## config.mk

```make
export PLATFORM = sky130hd
export DESIGN_NAME = std_down_timer
export DESIGN_NICKNAME = d
export VERILOG_FILES = /design/src/rtl/std_down_timer.sv
export SDC_FILE = /design/constraint.sdc
export NUM_CORES = 1
export LEC_CHECK = 0
export ABC_AREA = 1
export CORE_MARGIN = 8
export CORE_UTILIZATION = 41
export CTS_BUF_LIST = sky130_fd_sc_hd__clkbuf_8
export DETAILED_ROUTE_END_ITERATION = 6
export PLACE_DENSITY = 0.65
export SETUP_SLACK_MARGIN = 0.05
export SLEW_MARGIN = 25
export SYNTH_ARGS = -nofsm -noshare
export SYNTH_HDL_FRONTEND = slang
export SYNTH_SLANG_ARGS = --single-unit
```

## constraint.sdc

```tcl
create_clock -name i_clk -period 4.8 [get_ports i_clk]
set_input_delay 1.2 -clock i_clk [delete_from_list [all_inputs] [get_ports i_clk]]
set_output_delay 1.2 -clock i_clk [all_outputs]
set_load 0.1 [all_outputs]
```

## src/rtl/std_down_timer.sv

```systemverilog
// Programmable down-counting timer with prescaler, one-shot/periodic modes,
// a single-cycle expire pulse and sticky pending/missed flags.
module std_down_timer #(
  parameter int WIDTH     = 16,
  parameter int PRE_WIDTH = 8
) (
  input  logic                 i_clk,
  input  logic                 i_rst,
  input  logic                 i_start,
  input  logic                 i_stop,
  input  logic [WIDTH-1:0]     i_load_value,
  input  logic [PRE_WIDTH-1:0] i_prescale,
  input  logic                 i_periodic,
  input  logic                 i_ack,
  output logic                 o_busy,
  output logic [WIDTH-1:0]     o_count,
  output logic                 o_expire,
  output logic                 o_pending,
  output logic                 o_missed
);

  localparam logic [0:0] ST_IDLE = 1'b0;
  localparam logic [0:0] ST_RUN  = 1'b1;

  localparam logic [WIDTH-1:0]     CNT_ONE = {{(WIDTH-1){1'b0}}, 1'b1};
  localparam logic [PRE_WIDTH-1:0] PRE_ONE = {{(PRE_WIDTH-1){1'b0}}, 1'b1};

  logic [0:0]           state_q,    state_d;
  logic [WIDTH-1:0]     count_q,    count_d;
  logic [WIDTH-1:0]     load_q,     load_d;
  logic [PRE_WIDTH-1:0] pre_cnt_q,  pre_cnt_d;
  logic [PRE_WIDTH-1:0] pre_q,      pre_d;
  logic                 periodic_q, periodic_d;
  logic                 expire_q,   expire_d;
  logic                 pending_q,  pending_d;
  logic                 missed_q,   missed_d;

  logic tick;
  logic fire;

  always_comb begin
    // NOTE: every signal gets a default first so no path can infer a latch.
    state_d    = state_q;
    count_d    = count_q;
    load_d     = load_q;
    pre_cnt_d  = pre_cnt_q;
    pre_d      = pre_q;
    periodic_d = periodic_q;
    pending_d  = pending_q;
    missed_d   = missed_q;

    tick = (state_q == ST_RUN) && (pre_cnt_q == pre_q);
    // A stop aborts the period, so it also suppresses the expire it would complete.
    fire     = tick && (count_q == '0) && !i_stop;
    expire_d = fire;

    // A new expire outranks a same-edge acknowledge.
    if (fire) begin
      pending_d = 1'b1;
      missed_d  = i_ack ? 1'b0 : (missed_q | pending_q);
    end else if (i_ack) begin
      pending_d = 1'b0;
      missed_d  = 1'b0;
    end

    if (i_stop) begin
      state_d   = ST_IDLE;
      pre_cnt_d = '0;
    end else if (i_start) begin
      state_d    = ST_RUN;
      count_d    = i_load_value;
      load_d     = i_load_value;
      pre_d      = i_prescale;
      periodic_d = i_periodic;
      pre_cnt_d  = '0;
    end else if (state_q == ST_RUN) begin
      if (tick) begin
        pre_cnt_d = '0;
        if (count_q == '0) begin
          if (periodic_q) begin
            count_d = load_q;
          end else begin
            state_d = ST_IDLE;
          end
        end else begin
          count_d = count_q - CNT_ONE;
        end
      end else begin
        pre_cnt_d = pre_cnt_q + PRE_ONE;
      end
    end
  end

  // NOTE: reset is synchronous and clears every flop, latched configuration included.
  always_ff @(posedge i_clk) begin
    if (i_rst) begin
      state_q    <= ST_IDLE;
      count_q    <= '0;
      load_q     <= '0;
      pre_cnt_q  <= '0;
      pre_q      <= '0;
      periodic_q <= 1'b0;
      expire_q   <= 1'b0;
      pending_q  <= 1'b0;
      missed_q   <= 1'b0;
    end else begin
      // NOTE: non-blocking assignments keep every flop sampling pre-edge values.
      state_q    <= state_d;
      count_q    <= count_d;
      load_q     <= load_d;
      pre_cnt_q  <= pre_cnt_d;
      pre_q      <= pre_d;
      periodic_q <= periodic_d;
      expire_q   <= expire_d;
      pending_q  <= pending_d;
      missed_q   <= missed_d;
    end
  end

  assign o_busy    = (state_q == ST_RUN);
  assign o_count   = count_q;
  assign o_expire  = expire_q;
  assign o_pending = pending_q;
  assign o_missed  = missed_q;

endmodule

```

# After elaboration in Yosys (flattened, before gate mapping)
# Index checks and enable logic that the tools add are counted.
# totals
ff_bits,53
input_bits,30
out_inout_bits,20
elab_cells,42
# classes
addsub,2
n_eq_ne,2
muxes,15
bitwise_logic,2
reduce_logical,12
# op_table
cell,n
16-bit 2-to-1 mux,5
16-bit logical NOT,1
16-bit by 1-bit subtractor with 16-bit output (second input constant),1
1-bit 2-to-1 mux,9
8-bit by 1-bit adder with 8-bit output (second input constant),1
8-bit equality test,1
8-bit 2-to-1 mux,1
2-bit nonzero test,3
4-bit AND reduction,1
1-bit logical AND,3
3-bit inequality test (second input constant),1
3-bit OR reduction,1
2-bit AND reduction,1
2-bit OR reduction,1
1-bit logical NOT,1
1-bit inverter,1
1-bit bitwise OR,1

# Longest topological paths before layout
# Gate-level depths: netlist of the first run.
# logic_depth
depth_word,5
mapped_depth,12
mapped_depth_nobuf,11

# Worst setup path after synthesis of the first run
# Ideal clock, no wire load.
# synth_timing
kind,register -> register
from,"register count_q[0], in the netlist o_count[0]"
to,"register count_q[2], in the netlist o_count[2]"
arrival_ns,2.257
setup_slack_ns,2.429
path_stages_with_launch,12
path_cell_list,dfxtp_1 -> inv_1 -> ha_1 -> nand2_2 -> nor2_4 -> nand3_2 -> o21ai_2 -> inv_2 -> nand3_2 -> buf_6 -> nor2_1 -> nor2_2
# synth_via
elab_chain_len,5
elab_cells_between_ends,8
# synth_rtl
element,line,rtl
start: declaration,29,"logic [WIDTH-1:0] count_q, count_d;"
start signal: assignment,109,count_q <= count_d;
16-bit by 1-bit subtractor with 16-bit output / 16-bit logical NOT (equally long branches),"86, 79",
16-bit 2-to-1 mux,79,if (count_q == '0) begin
16-bit 2-to-1 mux,77,if (tick) begin
16-bit 2-to-1 mux,76,end else if (state_q == ST_RUN) begin
16-bit 2-to-1 mux,69,end else if (i_start) begin
# Several ways; a longest one is shown, not always the timed one. The select of a mux whose other input is x is not followed.
# A chain may end at the register's enable or synchronous reset.

# Worst setup path in the final report of the first run
# layout_timing
from,"register state_q, in the netlist o_busy"
to,output o_busy
# layout_lines
element,line,rtl
start: declaration,28,"logic [0:0] state_q, state_d;"
start signal: assignment,108,state_q <= state_d;
end: declaration,15,"output logic o_busy,"
# No word-level cell between the ends.

==> results.md, run 1 <==
* CTS clk-pin slew, worst paths at 100 ps
* Hold path depth at 2
* Final core utilization at 49.72%
* Placed wire-length estimate at 6.470 mm
* Post-Syn Instances at 487
* Worst Setup Slack, final at 1538 ps
* CTS root buf: clkbuf_8
* Crit Path Class: reg2out
* Initial Util at 41.80%
* Antenna viol nets, final at 0
* Crit path buf inv count at 1
* VDD IR max at 0.1538 mV
* WL final at 8.785 mm
* Slowest-stage cell, CP: clkdlybuf4s50_1
* Area growth from synthesis to layout at 18.94%
* Fraction of registers with async set/reset at 0%
* Overall Power at 0.001095 W
* Crit-path max cell delay at 1210 ps
* Final Hold Vio Count at 0
* Maximum buffer depth of the clock tree at 2
* Post-synth EDFFs at 0
* Critical path fanouts, max at 9
* Number of diodes at 0
* Unrepaired setup endpoints after global routing: no
* Post-synth top flop: dfxtp_1
* Die ar. at 10880 µm²
* Yosys warnings at 0
* Buffers on Ports at 49
* Vias/cell at 5.078
* Clock skew at 7.550 ps
* CTS tree: yes
* Synth Area per Inst at 6.564 µm²
* Tmin final at 3262 ps
* Largest net degree at the start of global routing at 46
* Seq/Total Area, Yosys at 33.19%
* Post-CTS Hold Buffers at 0
* Worst slack, placed at 1317 ps
* PwrDens at 288.0 nW/µm²
* Antenna violations before repair at 0
* Syn nets at 520
* MaxCap Viol Count at 0
* First-pass GRT wire length at 14.61 mm
* Slew headroom at 34.51%
* Die width at 104.3 µm
* Most frequent cells in the layout: nand2_1 (123), nor2_1 (75), dfxtp_1 (53)
* Chip Height at 104.3 µm
* TritonCTS Sinks at 53
* Endpoints failing setup at 0
* Yosys reg bits at 53
* Endpoint class of the critical path: primary output
* CP cell instances: clkdlybuf4s50_1
* Count of cell types in the netlist at 33
* Routability congestion estimate at 0.8996
* Slew @ Worst Pin at 979.3 ps
* CP startpoint kind: register
* Fmax at 0.3066 GHz
* Setup Buffers After CTS at 0
* Reg2reg path depth at 10
* CP arrival at 2060 ps
* DRT iter0 DRCs at 175
* Number of global-route vias before repair at 3014
* TritonRoute pass-1 iters at 6
* Synth Cell Area at 3197 µm²
* Worst min path class: reg2reg
* Worst Hold Margin at 465.8 ps
* Grt ovf at 0
* Drc violations at 0
* Most common cell after layout, fill and taps aside: nand2_1
* Run status: finished clean
* H-tree depth at 2
* Layout cells sized above 1 at 11.57%
* TNS Setup at 0 ps
* Delay-heaviest family, CP: buffers and inverters
* Leakage power at 1.698 nW
* Drt wl/cell at 13.97 µm
* GRT Total Usage at 16.11%
* Nets at 560
* Core Area at 7647 µm²
* DR vias at 3194
* I/O pin count at 50
* Clock buffers created by TritonCTS at 5
* Clock Latency Late Sink at 310 ps
* Core Rows at 32
* Final Cycle Share at 67.96%
* Fin. max-slew vios at 0
* Post-CTS Resized at 0
* Required @ worst endpoint at 3600 ps
* WP depth at 1
[where the power goes]
part           switching (W)  total (W)  internal [W]
Sequential         0.0000238   0.000487      0.000463
Clock               0.000155   0.000256      0.000101
Combinational       0.000239   0.000352      0.000113
[logic make-up (layout without fill, tap and decap cells)]
group / Yosys count / after routing / share of synthesized area (%)
and+or+nand+nor: 292 / 292 / 42.97
buffers and inverters: 71 / 111 / 9.745
AOI/OAI and AO/OA: 57 / 57 / 9.902
DFF: 53 / 53 / 33.19
xor gates and xnor gates: 11 / 11 / 3.014
adders and majority gates: 3 / 3 / 1.174
[registers in the layout, indices dropped and copies added (netlist names)]
signal,count
o_pending,1
pre_q,8
o_busy,1
o_expire,1
o_missed,1
periodic_q,1
load_q,16
o_count,16
pre_cnt_q,8
[area by class of cell]
cell class,count,area (µm²)
well taps,102,127.6
flip-flops and latches,53,1061
repair buffers,51,505.5
clock inverters,2,16.27
multi-input cells,363,1824
inverters,53,198.9
fillers,828,3845
clock buffers,5,68.82
[through the flow]
| step | std cells | instance area [µm²] |
|---|---|---|
| CTS | 629 | 3802 |
| global route | 629 | 3802 |
| floorplan | 487 | 3197 |
| global placement | 622 | 3717 |
| finish | 629 | 3802 |
| detailed placement | 622 | 3717 |
[per-layer routing]
metal  GRT usage [%]  wire (µm)  up-vias
met4           5.791        167        0
met2           26.78       4068       91
met3           2.726        388       12
met5               0          0        -
li1                -          -     1613
met1           20.33       4160     1478
[cell usage after synthesis (all sizes together) (4+ instances only)]
| cell type | count | area (µm²) |
|---|---|---|
| a21oi | 20 | 100.1 |
| buf | 13 | 93.83 |
| clkbuf | 5 | 18.77 |
| dfxtp | 53 | 1061 |
| inv | 53 | 198.9 |
| nand2 | 126 | 485.5 |
| nand3 | 55 | 352.8 |
| nor2 | 94 | 430.4 |
| nor3 | 5 | 25.02 |
| o21ai | 32 | 171.4 |
| or2 | 4 | 25.02 |
| xor2 | 8 | 70.07 |
[path summary, 6_finish.rpt]
path,start,end,slack [ps]
min,load_q[9],load_q[9],470
min reg2reg,load_q[9],load_q[9],470
max,o_busy,o_busy,1540
max reg2reg,o_count[0],o_count[9],2880
Power figures use the tool's default switching activity.
==> run 2: changes to the inputs <==
clock period = 3.1 ns   (was 4.8 ns; I/O delays follow)
==> run 2 against run 1 <==
Clock power grew 86%. Cell count grew 0.79%. Combinational power grew 55%. Highest routed layer unchanged.
==> results.md, run 2 (synthesis gave the netlist of run 1 again) <==
* Power Internal at 0.001131 W (+67%)
* Setup Buffers After CTS at 0 (unchanged)
* Fillers at 789 (-4.7%)
* Endpoint class of the critical path: register
* Layer carrying the most global-route usage: met2
* Hold path depth at 2 (unchanged)
* Routability congestion estimate at 0.8598 (-4.4%)
* Area growth from synthesis to layout at 19.53%
* Switch Pwr at 0.0006448 W (+54%)
* Clock power frac at 26.8% (+3.4 points)
* Layout cells sized above 1 at 15.98% (+4.4 points)
* Required @ worst endpoint at 3310 ps (-290 ps)
* TritonCTS Sinks at 53 (unchanged)
* Placed cells at 626 (+0.64%)
* VDD IR max at 0.2116 mV (+38%)
* Final Cycle Share at 76.64%
* I/O pin count at 50 (unchanged)
* CP arrival at 2580 ps (+520 ps)
* Nets at 564 (+0.71%)
* WL final at 8.902 mm (+1.3%)
* Die width at 104.3 µm (unchanged)
* TritonRoute pass-1 iters at 4 (-2)
* Die ar. at 10880 µm² (unchanged)
* Buffers on Ports at 49 (unchanged)
* Number of diodes at 0 (unchanged)
* TNS Setup at 0 ps (unchanged)
* Run status: finished clean
* H-tree depth at 2 (unchanged)
* Endpoints failing setup at 0 (unchanged)
* Slew headroom at 47.46% (+13 points)
* Most common cell after layout, fill and taps aside: nand2_1
* Worst slack, placed at 396.9 ps (-919.8 ps)
* Worst hold path startpoint: load_q[12]
* Fin. max-slew vios at 0 (unchanged)
* Antenna violations before repair at 0 (unchanged)
* First-pass GRT wire length at 14.95 mm (+2.3%)
* Logic pwr share at 30.8% (-1.3 points)
* Flop pwr share at 42.4% (-2.1 points)
* Initial Util at 41.80% (unchanged)
* Chip Height at 104.3 µm (unchanged)
* Drc violations at 0 (unchanged)
* Crit Path Class: in2reg
* Post-CTS Resized at 0 (unchanged)
* Grt ovf at 0 (unchanged)
* Slew @ Worst Pin at 787.2 ps (-192.1 ps)
* CTS tree: yes
* PwrDens at 464.6 nW/µm² (+61%)
* Antenna viol nets, final at 0 (unchanged)
* Fmax at 0.4209 GHz
* Clock buffers created by TritonCTS at 5 (unchanged)
* CTS clk-pin slew, worst paths at 100 ps (about the same)
* Largest net degree at the start of global routing at 27 (-41%)
* CP startpoint kind: primary input
* CTS root buf: clkbuf_8
* Placed wire-length estimate at 6.644 mm (+2.7%)
* Critical path fanouts, max at 16 (+7)
* Clock Latency Late Sink at 310 ps (about the same)
* Maximum buffer depth of the clock tree at 2 (unchanged)
* Tmin final at 2376 ps
* Met1 usage at 21.58% (+1.3 points)
* Most frequent cells in the layout: nand2_1 (123), nor2_1 (75), dfxtp_1 (53)
* GRT Total Usage at 16.39% (+0.28 points)
* Vias/cell at 4.984 (-1.8%)
* Hold EP: load_q[12]
* Final core utilization at 49.97% (+0.25 points)
* DRT iter0 DRCs at 143 (-18%)
* Reg2reg start: o_count[0]
* R2R setup slack at 1090 ps (-1790 ps)
* Switching part of the total at 36.32% (-1.8 points)
* Reg-to-reg endpoint: o_count[15]
* Drt wl/cell at 14.04 µm (+0.53%)
* Leakage power at 1.780 nW (+4.8%)
* Core Area at 7647 µm² (unchanged)
* Reg2reg path depth at 11 (+1)
* Core Rows at 32 (unchanged)
* MaxCap Viol Count at 0 (unchanged)
* Clock skew at 12.63 ps (+5.083 ps)
* Final Non-Filler Cells at 634 (+0.79%)
* Worst min path class: reg2reg
* Post-CTS Hold Buffers at 0 (unchanged)
* DR vias at 3160 (-1.1%)
* Routing usage on met3 at 2.416% (-0.31 points)
* Worst Setup Slack, final at 724.3 ps (-813.7 ps)
* Met2 Usage GRT at 26.59% (-0.18 points)
* Unrepaired setup endpoints after global routing: no
* Number of global-route vias before repair at 3090 (+2.5%)
* Worst Hold Margin at 464.4 ps (-1.496 ps)
* Final Hold Vio Count at 0 (unchanged)
[run 2: cell types whose count changed in the layout (fill, tap and decap cells not counted), sizes merged]
cell           previous run  this run
clkinvlp                  1         0
clkdlybuf4s50            49        29
clkinv                    2         1
buf                       2        26
bufinv                    0         1
inv                      52        54
[run 2: worst max-delay path by stage]
stage,from,endpoint,slack [ps]
final,i_start,o_count[4],720
after global routing,i_start,o_count[15],570
after CTS,i_start,o_count[2],730
after detailed placement,i_start,o_count[2],400
after global placement,i_start,o_count[3],490
after floorplan,o_count[0],o_count[2],730
[run 2: per-stage QoR]
stage               area, µm²  total power, W
finish                   3821        0.001775
global route             3821        0.001873
CTS                      3821        0.001790
detailed placement       3710        0.001314
global placement         3710        0.001312
floorplan                3197        0.001168
[run 2: final cells by class]
cell class	instances	area, µm²	share of cell area [%]
Clock inverter	3	42.54	1.113
Clock buffer	5	68.82	1.801
Timing Repair Buffer	55	498.0	13.03
Sequential cell	53	1061	27.77
Inverter	53	198.9	5.206
Multi-Input combinational cell	363	1824	47.74
Tap cell	102	127.6	3.340
[run 2: power by group through the flow]
stage | logic (W) | clock network, W | registers [W]
after global routing | 0.000599 | 0.000514 | 0.000760
after floorplan | 0.000288 | 0 | 0.000880
after CTS | 0.000547 | 0.000490 | 0.000754
after global placement | 0.000543 | 0 | 0.000769
after detailed placement | 0.000545 | 0 | 0.000769
final | 0.000547 | 0.000475 | 0.000753
[run 2: routing by layer]
layer | share of wire (%) | routed length [µm]
met1 | 48 | 4288
met2 | 46 | 4106
met3 | 4.3 | 379
met4 | 1.4 | 128
met5 | 0 | 0
[run 2: critical path: stages]
cell,delay (ps)
clkdlybuf4s50_1,790
nor2_1,110
nand3_2,100
o21ai_2,60
inv_2,80
nand3_2,330
nor2_1,270
nor2_1,70
